<file path="src/rtl/vga_sync_monitor.sv">
// Receive-side VGA timing monitor: recovers beam position from active-low hs/vs,
// measures line/frame length and sync widths, and reports lock on stable timing.
module vga_sync_monitor #(
  parameter int HW          = 11,
  parameter int VW          = 10,
  parameter int LOCK_FRAMES = 2,
  parameter int TIMEOUT_W   = 12
) (
  input  logic          clk,
  input  logic          rst_n,
  input  logic          pix_en,
  input  logic          hs_in,
  input  logic          vs_in,
  output logic [HW-1:0] x,
  output logic [VW-1:0] y,
  output logic          line_start,
  output logic          frame_start,
  output logic [HW-1:0] h_total,
  output logic [VW-1:0] v_total,
  output logic [HW-1:0] h_pw,
  output logic [VW-1:0] v_pw,
  output logic          locked,
  output logic          timing_err
);

  typedef enum logic [1:0] {SEARCH, ACQUIRE, LOCKED} state_e;

  localparam logic [HW-1:0] HMAX = '1;
  localparam logic [VW-1:0] VMAX = '1;
  // The latched reference frame is the first of the LOCK_FRAMES identical frames.
  localparam logic [3:0] LOCK_N = (LOCK_FRAMES > 1) ? 4'(LOCK_FRAMES - 1) : 4'd1;

  state_e         state_q;
  logic           hs_s1_q, hs_s2_q, vs_s1_q, vs_s2_q, hs_prev_q, vs_prev_q;
  logic [HW-1:0]  x_q, h_total_q, h_pw_q;
  logic [VW-1:0]  y_q, v_total_q, v_pw_q, vcnt_q;
  logic           vpend_q, bad_q, line_start_q, frame_start_q, locked_q, timing_err_q;
  logic [3:0]     match_q;
  logic [TIMEOUT_W-1:0] to_q;

  logic          hs_fall, hs_rise, vs_fall, timeout, h_mis, v_match;
  logic [HW-1:0] len;
  logic [VW-1:0] flen;
  logic [3:0]    match_d;

  always_ff @(posedge clk or negedge rst_n) begin
    if (!rst_n) begin
      hs_s1_q <= 1'b1; hs_s2_q <= 1'b1; vs_s1_q <= 1'b1; vs_s2_q <= 1'b1;
    end else begin
      hs_s1_q <= hs_in; hs_s2_q <= hs_s1_q;
      vs_s1_q <= vs_in; vs_s2_q <= vs_s1_q;
    end
  end

  assign hs_fall = pix_en &  hs_prev_q & ~hs_s2_q;
  assign hs_rise = pix_en & ~hs_prev_q &  hs_s2_q;
  assign vs_fall = pix_en &  vs_prev_q & ~vs_s2_q;
  assign timeout = pix_en & ~hs_fall & (&to_q);
  assign len     = (x_q == HMAX) ? HMAX : x_q + 1'b1;
  assign flen    = (y_q == VMAX) ? VMAX : y_q + 1'b1;
  assign h_mis   = hs_fall && (len != h_total_q);
  assign v_match = (flen == v_total_q) && !bad_q && !h_mis;
  assign match_d = match_q + 4'd1;

  always_ff @(posedge clk or negedge rst_n) begin
    if (!rst_n) begin
      state_q <= SEARCH;
      hs_prev_q <= 1'b1; vs_prev_q <= 1'b1;
      x_q <= '0; y_q <= '0; h_total_q <= '0; v_total_q <= '0;
      h_pw_q <= '0; v_pw_q <= '0; vcnt_q <= '0; vpend_q <= 1'b0;
      bad_q <= 1'b0; match_q <= '0; to_q <= '0;
      line_start_q <= 1'b0; frame_start_q <= 1'b0;
      locked_q <= 1'b0; timing_err_q <= 1'b0;
    end else begin
      line_start_q  <= hs_fall;
      frame_start_q <= vs_fall;
      timing_err_q  <= 1'b0;
      if (pix_en) begin
        hs_prev_q <= hs_s2_q;
        vs_prev_q <= vs_s2_q;
        if (hs_fall)             x_q <= '0;
        else if (x_q != HMAX)    x_q <= x_q + 1'b1;
        if (hs_rise)             h_pw_q <= len;
        if (vs_fall)             y_q <= '0;
        else if (hs_fall && y_q != VMAX) y_q <= y_q + 1'b1;
        // Sync-low lines are counted on hs falls; the count is published once vs is back high.
        if (hs_fall) begin
          if (!vs_s2_q)          vcnt_q <= vs_fall ? VW'(1) : ((vcnt_q == VMAX) ? VMAX : vcnt_q + 1'b1);
          else if (vpend_q) begin
            v_pw_q  <= vcnt_q;
            vpend_q <= 1'b0;
          end
        end else if (vs_fall)    vcnt_q <= '0;
        if (vs_fall)             vpend_q <= 1'b1;
        to_q <= hs_fall ? '0 : to_q + 1'b1;

        if (timeout) begin
          timing_err_q <= (state_q == LOCKED);
          state_q   <= SEARCH;
          locked_q  <= 1'b0;
          h_total_q <= '0;
          v_total_q <= '0;
          match_q   <= '0;
          bad_q     <= 1'b0;
        end else begin
          case (state_q)
            SEARCH: if (vs_fall) begin
              state_q <= ACQUIRE;
              match_q <= '0;
              bad_q   <= 1'b0;
            end
            ACQUIRE: begin
              if (h_mis) begin
                h_total_q <= len;
                match_q   <= '0;
                bad_q     <= 1'b1;
              end
              if (vs_fall) begin
                bad_q <= 1'b0;
                if (v_match) begin
                  match_q <= match_d;
                  if (match_d >= LOCK_N) begin
                    state_q  <= LOCKED;
                    locked_q <= 1'b1;
                  end
                end else begin
                  v_total_q <= flen;
                  match_q   <= '0;
                end
              end
            end
            LOCKED: if (h_mis || (vs_fall && flen != v_total_q)) begin
              timing_err_q <= 1'b1;
              locked_q     <= 1'b0;
              state_q      <= ACQUIRE;
              match_q      <= '0;
              if (h_mis)                        h_total_q <= len;
              if (vs_fall && flen != v_total_q) v_total_q <= flen;
              // A bad line mid-frame disqualifies the rest of that frame.
              bad_q <= h_mis && !vs_fall;
            end
            default: state_q <= SEARCH;
          endcase
        end
      end
    end
  end

  assign x           = x_q;
  assign y           = y_q;
  assign line_start  = line_start_q;
  assign frame_start = frame_start_q;
  assign h_total     = h_total_q;
  assign v_total     = v_total_q;
  assign h_pw        = h_pw_q;
  assign v_pw        = v_pw_q;
  assign locked      = locked_q;
  assign timing_err  = timing_err_q;

endmodule

</file>
<file path="config.mk">
export PLATFORM = sky130hd
export DESIGN_NAME = vga_sync_monitor
export DESIGN_NICKNAME = d
export VERILOG_FILES = /design/src/rtl/vga_sync_monitor.sv
export SDC_FILE = /design/constraint.sdc
export NUM_CORES = 1
export LEC_CHECK = 0
export BUFFER_PORTS_ARGS = -buffer_cell sky130_fd_sc_hd__buf_2
export CAP_MARGIN = 20
export CORE_AREA = 2 2 103 124
export CTS_CLUSTER_SIZE = 40
export DETAILED_ROUTE_END_ITERATION = 16
export DIE_AREA = 0 0 105 126
export PLACE_DENSITY = 0.69
export RECOVER_POWER = 100
export SLEW_MARGIN = 5
export SYNTH_ARGS = -nofsm -noshare
export SYNTH_HDL_FRONTEND = slang
export SYNTH_SLANG_ARGS = --single-unit
</file>
<file path="constraint.sdc">
create_clock -name clk -period 4.9 [get_ports clk]
set_input_delay 0.245 -clock clk [delete_from_list [all_inputs] [get_ports clk]]
set_output_delay 0.245 -clock clk [all_outputs]
set_load 0.01 [all_outputs]
</file>
==> impl_metrics.csv <==
group,metric,value,unit
route,first_pass_iters,5,
route,wl,13900,µm
grt,antenna_found_initial,0,
synthesis,synth.most_common_cell,"dfrtp_1",
synthesis,synthTopCellsByCount,"dfrtp_1 (97), nand2_1 (70), o21ai_0 (56)",
grt,grt_max_degree,59,
die,num_rows,44,
finish,fill_cells,1157,
critical_path,worst_path_most_repeated_cell,"nor2_1",
route,wl_per_cell,16.6,µm
route,via_per_inst,5.83,
timing,fmax,0.244,GHz
timing,fin_crit_sh,0.835,
synthesis,synth.top_cell.area_share,0.412,
clock_tree,clock_sinks,103,
finish,final_nets,691,
grt,grtUsageMet2,0.370,
clock_tree,hold_buffers,3,
clock_tree,cts-buffers-inserted,9,
grt,grt_use_met3,0.0290,
synthesis,yosys.area_share.adder,0.0212,
synthesis,syn_area,5890,µm²
clock_tree,cts_resized,0,
finish,insertedDiodeCount,0,
synthesis,seq_area_frac_synth,0.439,
clock_tree,cts_tree,"built",
placement,dp_cells,822,
power,peakVddDrop,0.190,mV
die,die_area,13200,µm²
timing,tns,0,ns
synthesis,synth_seq_cells,103,
synthesis,synth_nets,636,
synthesis,muxShareOfSynthArea,0.0470,
finish,finalNonFillerCells,842,
grt,top_usage_layer,"met2",
route,vias,4906,
grt,grt_pass1_vias,4712,
grt,gr-total-overflow,0,
power,power_density,378,nW/µm²
placement,numPortBuffers,71,
synthesis,yosys.area.top_type,"dfrtp_1",
status,failed_checks,"max-capacitance violations, max-slew violations",
timing,min_period,4.09,ns
synthesis,synthArstFlopShare,1.00,
min_path,hold_path_class,"input pin to register",
timing,final-setup-viol-count,0,
placement,place_congestion,0.903,
synthesis,synth_compound_area_frac,0.192,
critical_path,crit_required,5.14,ns
grt,track_usage,0.217,
die,die_h,126,µm
run,max-cap-violations,1,
route,drc,0,
clock_tree,clk_latency,0.36,ns
finish,seq_area,2580,µm²
die,start_util,0.491,
timing,hold_viol,0,
synthesis,synth_flop_cell,"dfrtp_1",
synthesis,synth-edff-count,0,
clock_tree,cts_max_path_buffers,2,
route,ant_nets,0,
critical_path,cp.arrival,4.33,ns
clock_tree,cts-root-buf,"clkbuf_16",
die,core_area,12000,µm²
grt,grt_pass1_wl,23200,µm
synthesis,synthCells,621,
critical_path,cpPeakStageDelay,0.96,ns
placement,post-dp-hpwl,9830,µm
synthesis,synth_xor_area_frac,0.0491,
synthesis,synthSimpleGateAreaFrac,0.204,
synthesis,avgSynthCellArea,9.48,µm²
timing,clock_skew,0.00858,ns
critical_path,worst-path-max-fanout,11,
clock_tree,clk_pin_slew_worst_paths,0.07,ns
critical_path,endpoint_kind,"register",
synthesis,yosys_warnings,0,
clock_tree,h-tree-depth,3,
grt,grt_use_met1,0.282,
timing,maxSlewHeadroom,-0.656,
die,die_x,105,µm
finish,layout-drive-gt1-share,0.0881,
timing,tightest_slew,2.48,ns
power,p_leak,0.00289,µW
timing,rsz0062_at_grt,"no",
route,drtIter0Drc,252,
synthesis,synth_cell_types,82,
finish,multiInputGateArea,2990,µm²
status,outcome,"finished, violations left",
timing,slew_violations,47,
synthesis,synth_area_leaders,"dfrtp_1 (41%), o21ai_0 (4.8%), nand2_1 (4.5%), mux2_2 (4.0%), nor2_1 (3.2%)",
critical_path,path_cells,"ha_1 -> nand3_1 -> nor3_1 -> a211oi_1 -> o2111ai_1 -> a2111oi_4 -> o211ai_1 -> nor2_1 -> nor2_1 -> mux2_2",
die,ios,72,
finish,layout-area-overhead-vs-synth,10.9,%
critical_path,cp-start-kind,"register",
critical_path,path_class,"register to register",
clock_tree,cts_setup_buffers,0,
critical_path,crit_slowest_cell,"nor3_1",
synthesis,synth_top_family_by_area,"simple AND/OR/NAND/NOR gates",
[kinds of logic (layout without fill, tap and decap cells)]
kind of cell,count (synthesis),after routing
XOR/XNOR,29,29
flip-flops,103,103
AND/OR/NAND/NOR,233,233
multiplexers,25,25
adder cells (fa/ha/maj),10,10
buffers and inverters,58,118
AO/OA/AOI/OAI,163,163
[worst max-delay path, delay by kind of cell, from the launching register on]
kind,cells,cell delay (ns)
flip-flops,1,0.50
AND/OR/NAND/NOR,4,1.87
multiplexers,1,0.41
AO/OA/AOI/OAI,4,0.91
adder cells (fa/ha/maj),1,0.29
[power breakdown]
group / total, µW / internal (µW) / switching, µW
registers: 1030 / 937 / 96.0
clock network: 806 / 478 / 328
logic: 628 / 257 / 371
[worst paths after layout]
path / from / to / slack (ns) / depth (start not counted)
worst max-delay path: x[0] / v_total[3] / 0.81 / 10
max in group asynchronous: rst_n / y[2] / 1.26 / 3
worst min register to register: hs_s1_q / hs_s2_q / 0.36 / 0
worst max register to register: x[0] / v_total[3] / 0.81 / 10
worst min-delay path: pix_en / hs_prev_q / 0.31 / 3
min in group asynchronous: rst_n / to_q[7] / 1.20 / 2
[cell type report]
| type | instances | share of cell area |
|---|---|---|
| clock buffer | 12 | 0.0393 |
| inverter | 24 | 0.0138 |
| timing repair buffer | 78 | 0.0496 |
| clock inverter | 4 | 0.0119 |
| tap | 161 | 0.0309 |
| sequential | 103 | 0.396 |
| multi-input combinational | 460 | 0.459 |
[flip-flops by register name (all words and copies together), names as in the netlist, 2 cells and up]
signal,flops
v_pw,10
y,10
h_total,11
vcnt_q,10
match_q,4
to_q,12
x,11
h_pw,11
v_total,10
state_q,2
[metrics by stage]
step	area (µm²)	total power [µW]	hold slack [ns]	utilization	worst slack, ns
detailed placement	6280	1690	0.297	0.523	1.32
CTS	6640	2500	0.301	0.554	1.28
finish	6530	2470	0.307	0.544	0.808
floorplan	5890	1500	-0.0506	-	1.79
global route	6530	2600	0.350	0.544	0.484
global placement	6280	1670	0.288	0.523	1.41
[per-layer routing]
layer | routed length, µm | vias to the layer above | part of all wire
met1 | 6190 | 2396 | 0.44
met4 | 232 | 0 | 0.017
li1 | - | 2361 | -
met2 | 6990 | 130 | 0.50
met3 | 538 | 19 | 0.039
met5 | 0 | - | 0
[cells in the final DEF, fill, tap and decap left out, types with 19 or more instances in the layout]
cell type | synthesis | layout
o21ai_0 | 56 | 58
inv_1 | 23 | 23
mux2_2 | 21 | 21
dfrtp_1 | 97 | 97
nand2_1 | 70 | 71
and3_1 | 24 | 24
nand3_1 | 28 | 29
nor2_1 | 50 | 52
clkbuf_1 | 17 | 70
a21oi_1 | 19 | 19
Power figures use the tool's default switching activity.
